===== src/rtl/dcache_pkg.sv =====
// Shared types and constants for the data-cache miss controller.
package dcache_pkg;

    localparam int unsigned PERF_W = 64;

    // Controller states; encoding is fixed so waveforms stay readable.
    typedef enum logic [2:0] {
        IDLE     = 3'd0,
        LOOKUP   = 3'd1,
        MEM_REQ  = 3'd2,
        MEM_WAIT = 3'd3,
        RESP     = 3'd4
    } state_e;

    // Start of the MMIO window; everything at or above bypasses the cache.
    localparam logic [63:0] UNCACHED_BASE_DEF = 64'hA000_0000;

    // Clears the byte offset inside a 64-bit line.
    localparam logic [63:0] ALIGN8_MASK = 64'hFFFF_FFFF_FFFF_FFF8;

endpackage


===== src/rtl/dcache_perf_cnt.sv =====
// Hit/miss performance counters; wrap silently modulo 2^PERF_W.
module dcache_perf_cnt
    import dcache_pkg::*;
(
    input  logic              clk,
    input  logic              rst,
    input  logic              inc_hit,
    input  logic              inc_miss,
    output logic [PERF_W-1:0] hits,
    output logic [PERF_W-1:0] misses
);

    // Independent counters, cleared by synchronous reset.
    always_ff @(posedge clk) begin
        if (rst) begin
            hits   <= '0;
            misses <= '0;
        end else begin
            if (inc_hit) begin
                hits <= hits + PERF_W'(1);
            end
            if (inc_miss) begin
                misses <= misses + PERF_W'(1);
            end
        end
    end

endmodule


===== src/rtl/dcache_miss_ctrl.sv =====
// Blocking load/store controller in front of the data-cache lookup array.
// Loads look up the cache and refill on a miss; stores invalidate the set
// and write through to memory. One access is in flight at a time.
module dcache_miss_ctrl
    import dcache_pkg::*;
#(
    parameter int unsigned       ADDR_W        = 64,
    parameter int unsigned       DATA_W        = 64,
    parameter logic [ADDR_W-1:0] UNCACHED_BASE = ADDR_W'(UNCACHED_BASE_DEF)
) (
    input  logic                clk,
    input  logic                rst,

    input  logic                req_valid,
    output logic                req_ready,
    input  logic                req_we,
    input  logic [ADDR_W-1:0]   req_addr,
    input  logic [DATA_W-1:0]   req_wdata,
    input  logic [DATA_W/8-1:0] req_wmask,
    output logic                resp_valid,
    output logic [DATA_W-1:0]   resp_rdata,

    output logic [ADDR_W-1:0]   cache_raddr,
    input  logic                cache_hit,
    input  logic [DATA_W-1:0]   cache_rdata,
    output logic                cache_fill_en,
    output logic [ADDR_W-1:0]   cache_fill_addr,
    output logic [DATA_W-1:0]   cache_fill_data,
    output logic                cache_inv_en,
    output logic [ADDR_W-1:0]   cache_inv_addr,
    output logic [DATA_W-1:0]   cache_inv_data,
    output logic [DATA_W/8-1:0] cache_inv_mask,

    output logic                mem_req_valid,
    input  logic                mem_req_ready,
    output logic                mem_we,
    output logic [ADDR_W-1:0]   mem_addr,
    output logic [DATA_W-1:0]   mem_wdata,
    output logic [DATA_W/8-1:0] mem_wmask,
    input  logic                mem_resp_valid,
    input  logic [DATA_W-1:0]   mem_rdata,

    output logic [PERF_W-1:0]   perf_hits,
    output logic [PERF_W-1:0]   perf_misses
);

    localparam int unsigned MASK_W = DATA_W / 8;

    state_e              state_q;
    state_e              state_d;

    logic                r_we;
    logic [ADDR_W-1:0]   r_addr;
    logic [DATA_W-1:0]   r_wdata;
    logic [MASK_W-1:0]   r_wmask;

    logic                accept;
    logic                cacheable;
    logic [ADDR_W-1:0]   line_addr;
    logic                take_hit;
    logic                take_mem;
    logic                mem_done;
    logic                inc_hit;
    logic                inc_miss;

    assign accept    = req_valid && req_ready;
    assign cacheable = r_addr < UNCACHED_BASE;
    assign line_addr = r_addr & ADDR_W'(ALIGN8_MASK);

    // State register.
    always_ff @(posedge clk) begin
        if (rst) begin
            state_q <= IDLE;
        end else begin
            state_q <= state_d;
        end
    end

    // Next-state and per-state strobes.
    always_comb begin
        state_d       = state_q;
        req_ready     = 1'b0;
        resp_valid    = 1'b0;
        mem_req_valid = 1'b0;
        cache_inv_en  = 1'b0;
        cache_fill_en = 1'b0;
        take_hit      = 1'b0;
        take_mem      = 1'b0;
        mem_done      = 1'b0;
        inc_hit       = 1'b0;
        inc_miss      = 1'b0;

        case (state_q)
            IDLE: begin
                req_ready = 1'b1;
                if (req_valid) begin
                    state_d = LOOKUP;
                end
            end
            LOOKUP: begin
                if (r_we) begin
                    cache_inv_en = 1'b1;
                    state_d      = MEM_REQ;
                end else if (cacheable && cache_hit) begin
                    take_hit = 1'b1;
                    inc_hit  = 1'b1;
                    state_d  = RESP;
                end else begin
                    inc_miss = cacheable;
                    state_d  = MEM_REQ;
                end
            end
            MEM_REQ: begin
                mem_req_valid = 1'b1;
                if (mem_req_ready) begin
                    // A response in the acceptance cycle completes immediately.
                    if (mem_resp_valid) begin
                        mem_done = 1'b1;
                        state_d  = RESP;
                    end else begin
                        state_d  = MEM_WAIT;
                    end
                end
            end
            MEM_WAIT: begin
                if (mem_resp_valid) begin
                    mem_done = 1'b1;
                    state_d  = RESP;
                end
            end
            RESP: begin
                resp_valid = 1'b1;
                state_d    = IDLE;
            end
            default: begin
                state_d = IDLE;
            end
        endcase

        if (mem_done && !r_we) begin
            take_mem      = 1'b1;
            cache_fill_en = cacheable;
        end
    end

    // Request capture and response data; stores respond with zero data.
    always_ff @(posedge clk) begin
        if (rst) begin
            r_we       <= 1'b0;
            r_addr     <= '0;
            r_wdata    <= '0;
            r_wmask    <= '0;
            resp_rdata <= '0;
        end else begin
            if (accept) begin
                r_we       <= req_we;
                r_addr     <= req_addr;
                r_wdata    <= req_wdata;
                r_wmask    <= req_wmask;
                resp_rdata <= '0;
            end
            if (take_hit) begin
                resp_rdata <= cache_rdata;
            end
            if (take_mem) begin
                resp_rdata <= mem_rdata;
            end
        end
    end

    // Cache and memory payloads come straight from the captured request.
    assign cache_raddr     = r_addr;
    assign cache_fill_addr = line_addr;
    assign cache_fill_data = mem_rdata;
    assign cache_inv_addr  = r_addr;
    assign cache_inv_data  = r_wdata;
    assign cache_inv_mask  = r_wmask;

    assign mem_we    = r_we;
    assign mem_addr  = r_we ? r_addr : line_addr;
    assign mem_wdata = r_we ? r_wdata : '0;
    assign mem_wmask = r_we ? r_wmask : '1;

    dcache_perf_cnt u_perf (
        .clk      (clk),
        .rst      (rst),
        .inc_hit  (inc_hit),
        .inc_miss (inc_miss),
        .hits     (perf_hits),
        .misses   (perf_misses)
    );

endmodule

===== config.mk =====
export PLATFORM = sky130hd
export DESIGN_NAME = dcache_miss_ctrl
export DESIGN_NICKNAME = d
export VERILOG_FILES = /design/src/rtl/dcache_pkg.sv /design/src/rtl/dcache_perf_cnt.sv /design/src/rtl/dcache_miss_ctrl.sv
export SDC_FILE = /design/constraint.sdc
export NUM_CORES = 1
export LEC_CHECK = 0
export ABC_AREA = 1
export CAP_MARGIN = 30
export CORE_AREA = 2 2 363 365
export DETAILED_ROUTE_END_ITERATION = 8
export DIE_AREA = 0 0 365 367
export PLACE_DENSITY = 0.37
export REMOVE_ABC_BUFFERS = 1
export SETUP_SLACK_MARGIN = 0.5
export SYNTH_ARGS = -nofsm -noshare
export SYNTH_HDL_FRONTEND = slang
export SYNTH_HIERARCHICAL = 1
export SYNTH_SLANG_ARGS = --single-unit
export TNS_END_PERCENT = 30

===== constraint.sdc =====
create_clock -name clk -period 3.6 [get_ports clk]
set_input_delay 1.08 -clock clk [delete_from_list [all_inputs] [get_ports clk]]
set_output_delay 1.08 -clock clk [all_outputs]
set_load 0.01 [all_outputs]

==> flow_metrics.py <==
metrics = {
    "yosys": {
        "synth_warnings": 6,
        "yosysSeqAreaShare_pct": 33.39,
        "postSynthCellCount": 3202,
        "synth_cell_type_count": 37,
        "synthesis.area_per_instance_um2": 6.217,
        "synth.ff_latch_count": 332,
        "post_synth_instance_area_um2": 19910,
    },
    "drt": {
        "firstDrtPassIters": 5,
        "wirelength_mm": 135.2,
        "post_drt_via_cell_ratio": 4.051,
        "via_count": 23060,
        "detail_route.wl_per_cell_um": 23.75,
        "drc_viols": 0,
        "1st_iter_drt_viols": 1673,
        "drt_antenna_net_count": 0,
    },
    "layout": {
        "finish.net_count": 4157,
        "layout_common_cells": "sky130_fd_sc_hd__clkdlybuf4s50_1 (843), sky130_fd_sc_hd__nand2_1 (840), sky130_fd_sc_hd__nor2_1 (464)",
        "mostFrequentLayoutCell": "sky130_fd_sc_hd__clkdlybuf4s50_1",
        "drive_gt1_share_pct": 7.596,
        "area.growth.synth_to_final_pct": 59.63,
        "finish.cell_count_without_fillers": 5693,
    },
    "placement": {
        "gp_routability_congestion": 0.9127,
        "dpl.hpwl_mm": 108.7,
        "numPortBuffers": 929,
        "numPlacedInstances": 5572,
    },
    "power_and_ir_drop": {
        "pwr_density_cell_nw_per_um2": 558.2,
        "vdd.ir_drop.worst_mv": 0.3563,
        "leakagePower_nw": 12.98,
        "finalPower_mw": 17.74,
    },
    "critical_path": {
        "worst_ep_required_time_ns": 2.52,
        "worstRegToRegCells": 17,
        "worst-setup-path-type": "in2out",
        "crit_path_cell_trace": "clkdlybuf4s50_1, clkdlybuf4s50_1",
        "cp-end-kind": "primary output",
        "worst-endpoint-arrival_ns": 2.21,
        "critical_path.startpoint_type": "input port",
        "critical_path.reg2reg.startpoint": "cache_inv_addr[55]",
        "worst_r2r_endpoint": "u_perf/misses[41]",
        "cp_top_family": "buffers and inverters",
        "worst-path-max-fanout": 2,
        "most_repeated_library_cell_on_the_critical_path": "sky130_fd_sc_hd__clkdlybuf4s50_1",
        "setup.reg_to_reg.worst_slack_ns": 0.78,
        "critical_path.n_buffers_inverters": 2,
        "max_incr_delay_on_cp_ns": 0.57,
        "worst_path_max_delay_cell": "sky130_fd_sc_hd__clkdlybuf4s50_1",
    },
    "global_route": {
        "grt_util_all_layers_pct": 19.33,
        "grt_start_max_net_pins": 124,
        "overflow": 0,
        "first_global_vias": 21690,
        "grt_first_pass_wirelength_mm": 182.1,
        "initial_antenna_violation_count": 39,
    },
    "sta": {
        "relSlewSlack_pct": 39.95,
        "setup_viol": 0,
        "layout_min_cycle_time_ns": 3.287,
        "hold_viol_final": 0,
        "worst_tran_pin_value_ns": 0.9007,
        "fmaxAchievable_mhz": 304.2,
        "rsz0062_at_grt": "yes",
        "final_min_period_over_clock_period_pct": 91.31,
        "fin_worst_skew_ns": 0.01875,
        "tns_ns": 0,
        "number_of_pins_with_negative_max_slew_slack_in_the_final_report": 0,
    },
    "clock_network": {
        "cts_tree": "done",
        "holdBufCountCts": 0,
        "clk_root_buffer_cell": "sky130_fd_sc_hd__clkbuf_16",
        "cts_inserted_buffers": 51,
        "cts.path.max_buffers": 3,
        "cts.clk_slew.worst_paths_ns": 0.05,
        "cts_sinks": 332,
        "htreeDepth": 2,
        "clk_latency_ns": 0.63,
    },
    "floorplanning": {
        "ioPinCount": 933,
        "die_width_um": 365,
        "core_um2": 130500,
        "floorplan.die.height_um": 367,
        "dieArea_um2": 134000,
        "rows": 133,
        "initial_utilization_pct": 15.26,
    },
    "worst_hold_path": {
        "min_path_cells": 2,
        "hold_critical_path_endpoint": "cache_inv_mask[4]",
        "worst_hold_path_type": "reg2reg",
        "worstHoldStart": "cache_inv_mask[4]",
    },
    "flow_run": {
        "drv.max_cap_violation_count": 0,
    },
    "outcome": {
        "outcome": "complete, no violations",
    },
}
-- flip-flops by register name, indices dropped and copies added (netlist names) --
signal,cells
u_perf/misses,64
cache_inv_mask,8
state_q,3
cache_inv_addr,64
resp_rdata,64
mem_we,1
cache_inv_data,64
u_perf/hits,64
-- cells in the mapped netlist --
master / count / area, um^2
sky130_fd_sc_hd__xnor2_1: 1 / 8.760
sky130_fd_sc_hd__a211oi_1: 1 / 7.510
sky130_fd_sc_hd__ha_1: 2 / 25.02
sky130_fd_sc_hd__nor2b_1: 1 / 6.260
sky130_fd_sc_hd__o21bai_1: 3 / 22.52
sky130_fd_sc_hd__buf_6: 5 / 56.30
sky130_fd_sc_hd__xor2_1: 10 / 87.58
sky130_fd_sc_hd__nand4_1: 98 / 613.1
sky130_fd_sc_hd__nor4_1: 1 / 6.260
sky130_fd_sc_hd__nor3_1: 22 / 110.1
sky130_fd_sc_hd__clkbuf_1: 70 / 262.8
sky130_fd_sc_hd__nor2_4: 15 / 168.9
sky130_fd_sc_hd__buf_1: 19 / 71.32
sky130_fd_sc_hd__clkinv_1: 17 / 63.81
sky130_fd_sc_hd__nor2_2: 35 / 219.0
sky130_fd_sc_hd__dfxtp_1: 332 / 6646
sky130_fd_sc_hd__buf_4: 270 / 2027
sky130_fd_sc_hd__and2_1: 3 / 18.77
sky130_fd_sc_hd__inv_1: 346 / 1299
sky130_fd_sc_hd__nor2_1: 473 / 1775
sky130_fd_sc_hd__nand3_2: 4 / 40.04
sky130_fd_sc_hd__o21ai_0: 50 / 250.2
sky130_fd_sc_hd__nand3b_1: 5 / 37.54
sky130_fd_sc_hd__nand2_2: 11 / 68.82
sky130_fd_sc_hd__nand2_4: 1 / 11.26
sky130_fd_sc_hd__or2_1: 1 / 6.260
sky130_fd_sc_hd__nand2_1: 844 / 3168
sky130_fd_sc_hd__nand3_1: 292 / 1461
sky130_fd_sc_hd__and3_1: 3 / 18.77
sky130_fd_sc_hd__a31oi_1: 5 / 31.28
sky130_fd_sc_hd__a21oi_1: 194 / 970.9
sky130_fd_sc_hd__buf_2: 35 / 175.2
sky130_fd_sc_hd__conb_1: 1 / 3.750
sky130_fd_sc_hd__nor3b_1: 4 / 30.03
sky130_fd_sc_hd__o21a_1: 7 / 52.55
sky130_fd_sc_hd__inv_2: 20 / 75.07
sky130_fd_sc_hd__nor3_2: 1 / 10.01
-- cells by family (layout without fill, tap and decap cells) --
group | after synthesis | after routing | synth area share, %
buffers and inverters | 782 | 1501 | 20.25
adder cells (fa/ha/maj) | 2 | 2 | 0.1257
XOR/XNOR | 11 | 11 | 0.4840
other | 1 | 18 | 0.01884
flip-flops | 332 | 332 | 33.39
AND/OR/NAND/NOR | 1814 | 1814 | 39.03
AO/OA/AOI/OAI | 260 | 260 | 6.706
-- worst max-delay path by stage --
| stage | end | cells past startpoint | slack, ns | from |
|---|---|---|---|---|
| after global routing | mem_wdata[8] | 5 | 0.32 | mem_we |
| after detailed placement | cache_fill_en | 7 | -0.10 | mem_resp_valid |
| after floorplan | u_perf/hits[56] | 11 | -2.98 | mem_we |
| after CTS | cache_fill_data[4] | 2 | 0.23 | mem_rdata[4] |
| final | cache_fill_data[59] | 2 | 0.31 | mem_rdata[59] |
| after global placement | cache_fill_en | 7 | -0.10 | mem_resp_valid |
-- layout make-up --
class	instances	area (um^2)
clock inverter	11	157.7
timing repair buffer	1026	10330
clock buffer	81	1582
tap	1755	2196
antenna	15	37.54
multi-input combinational	2090	9360
fill	14800	98690
sequential	332	6670
inverter	383	1446
-- per-stage QoR --
step	setup WS, ns	utilization, %	area [um^2]	hold slack (ns)
6_report	0.3127	24.36	31780	0.4753
5_1_grt	0.3178	24.35	31770	0.4951
4_1_cts	0.2278	24.18	31550	0.4773
3_5_place_dp	-0.1036	22.74	29660	0.4695
3_3_place_gp	-0.1013	22.74	29660	0.4627
2_1_floorplan	-2.983	-	17320	0.4899
-- what timing repair did --
action,4_1_cts,5_1_grt
gates resized for setup,66,65
cloned,1,0
buffers inserted,10,3
pin swaps,1,7
endpoints found under the setup margin,148,114
-- power by group --
group,switching [mW],internal (mW)
logic,4.29,3.22
clock network,2.04,3.26
registers,0.648,4.27
-- per-layer routing --
metal | share of wire [%] | vias up | track usage (%)
met5 | 0.14 | - | 0
met4 | 2.0 | 30 | 4.574
met3 | 9.4 | 149 | 6.972
met2 | 45 | 788 | 30.86
met1 | 43 | 10930 | 24.62
li1 | - | 11160 | -
(Power assumes the default switching activity.)
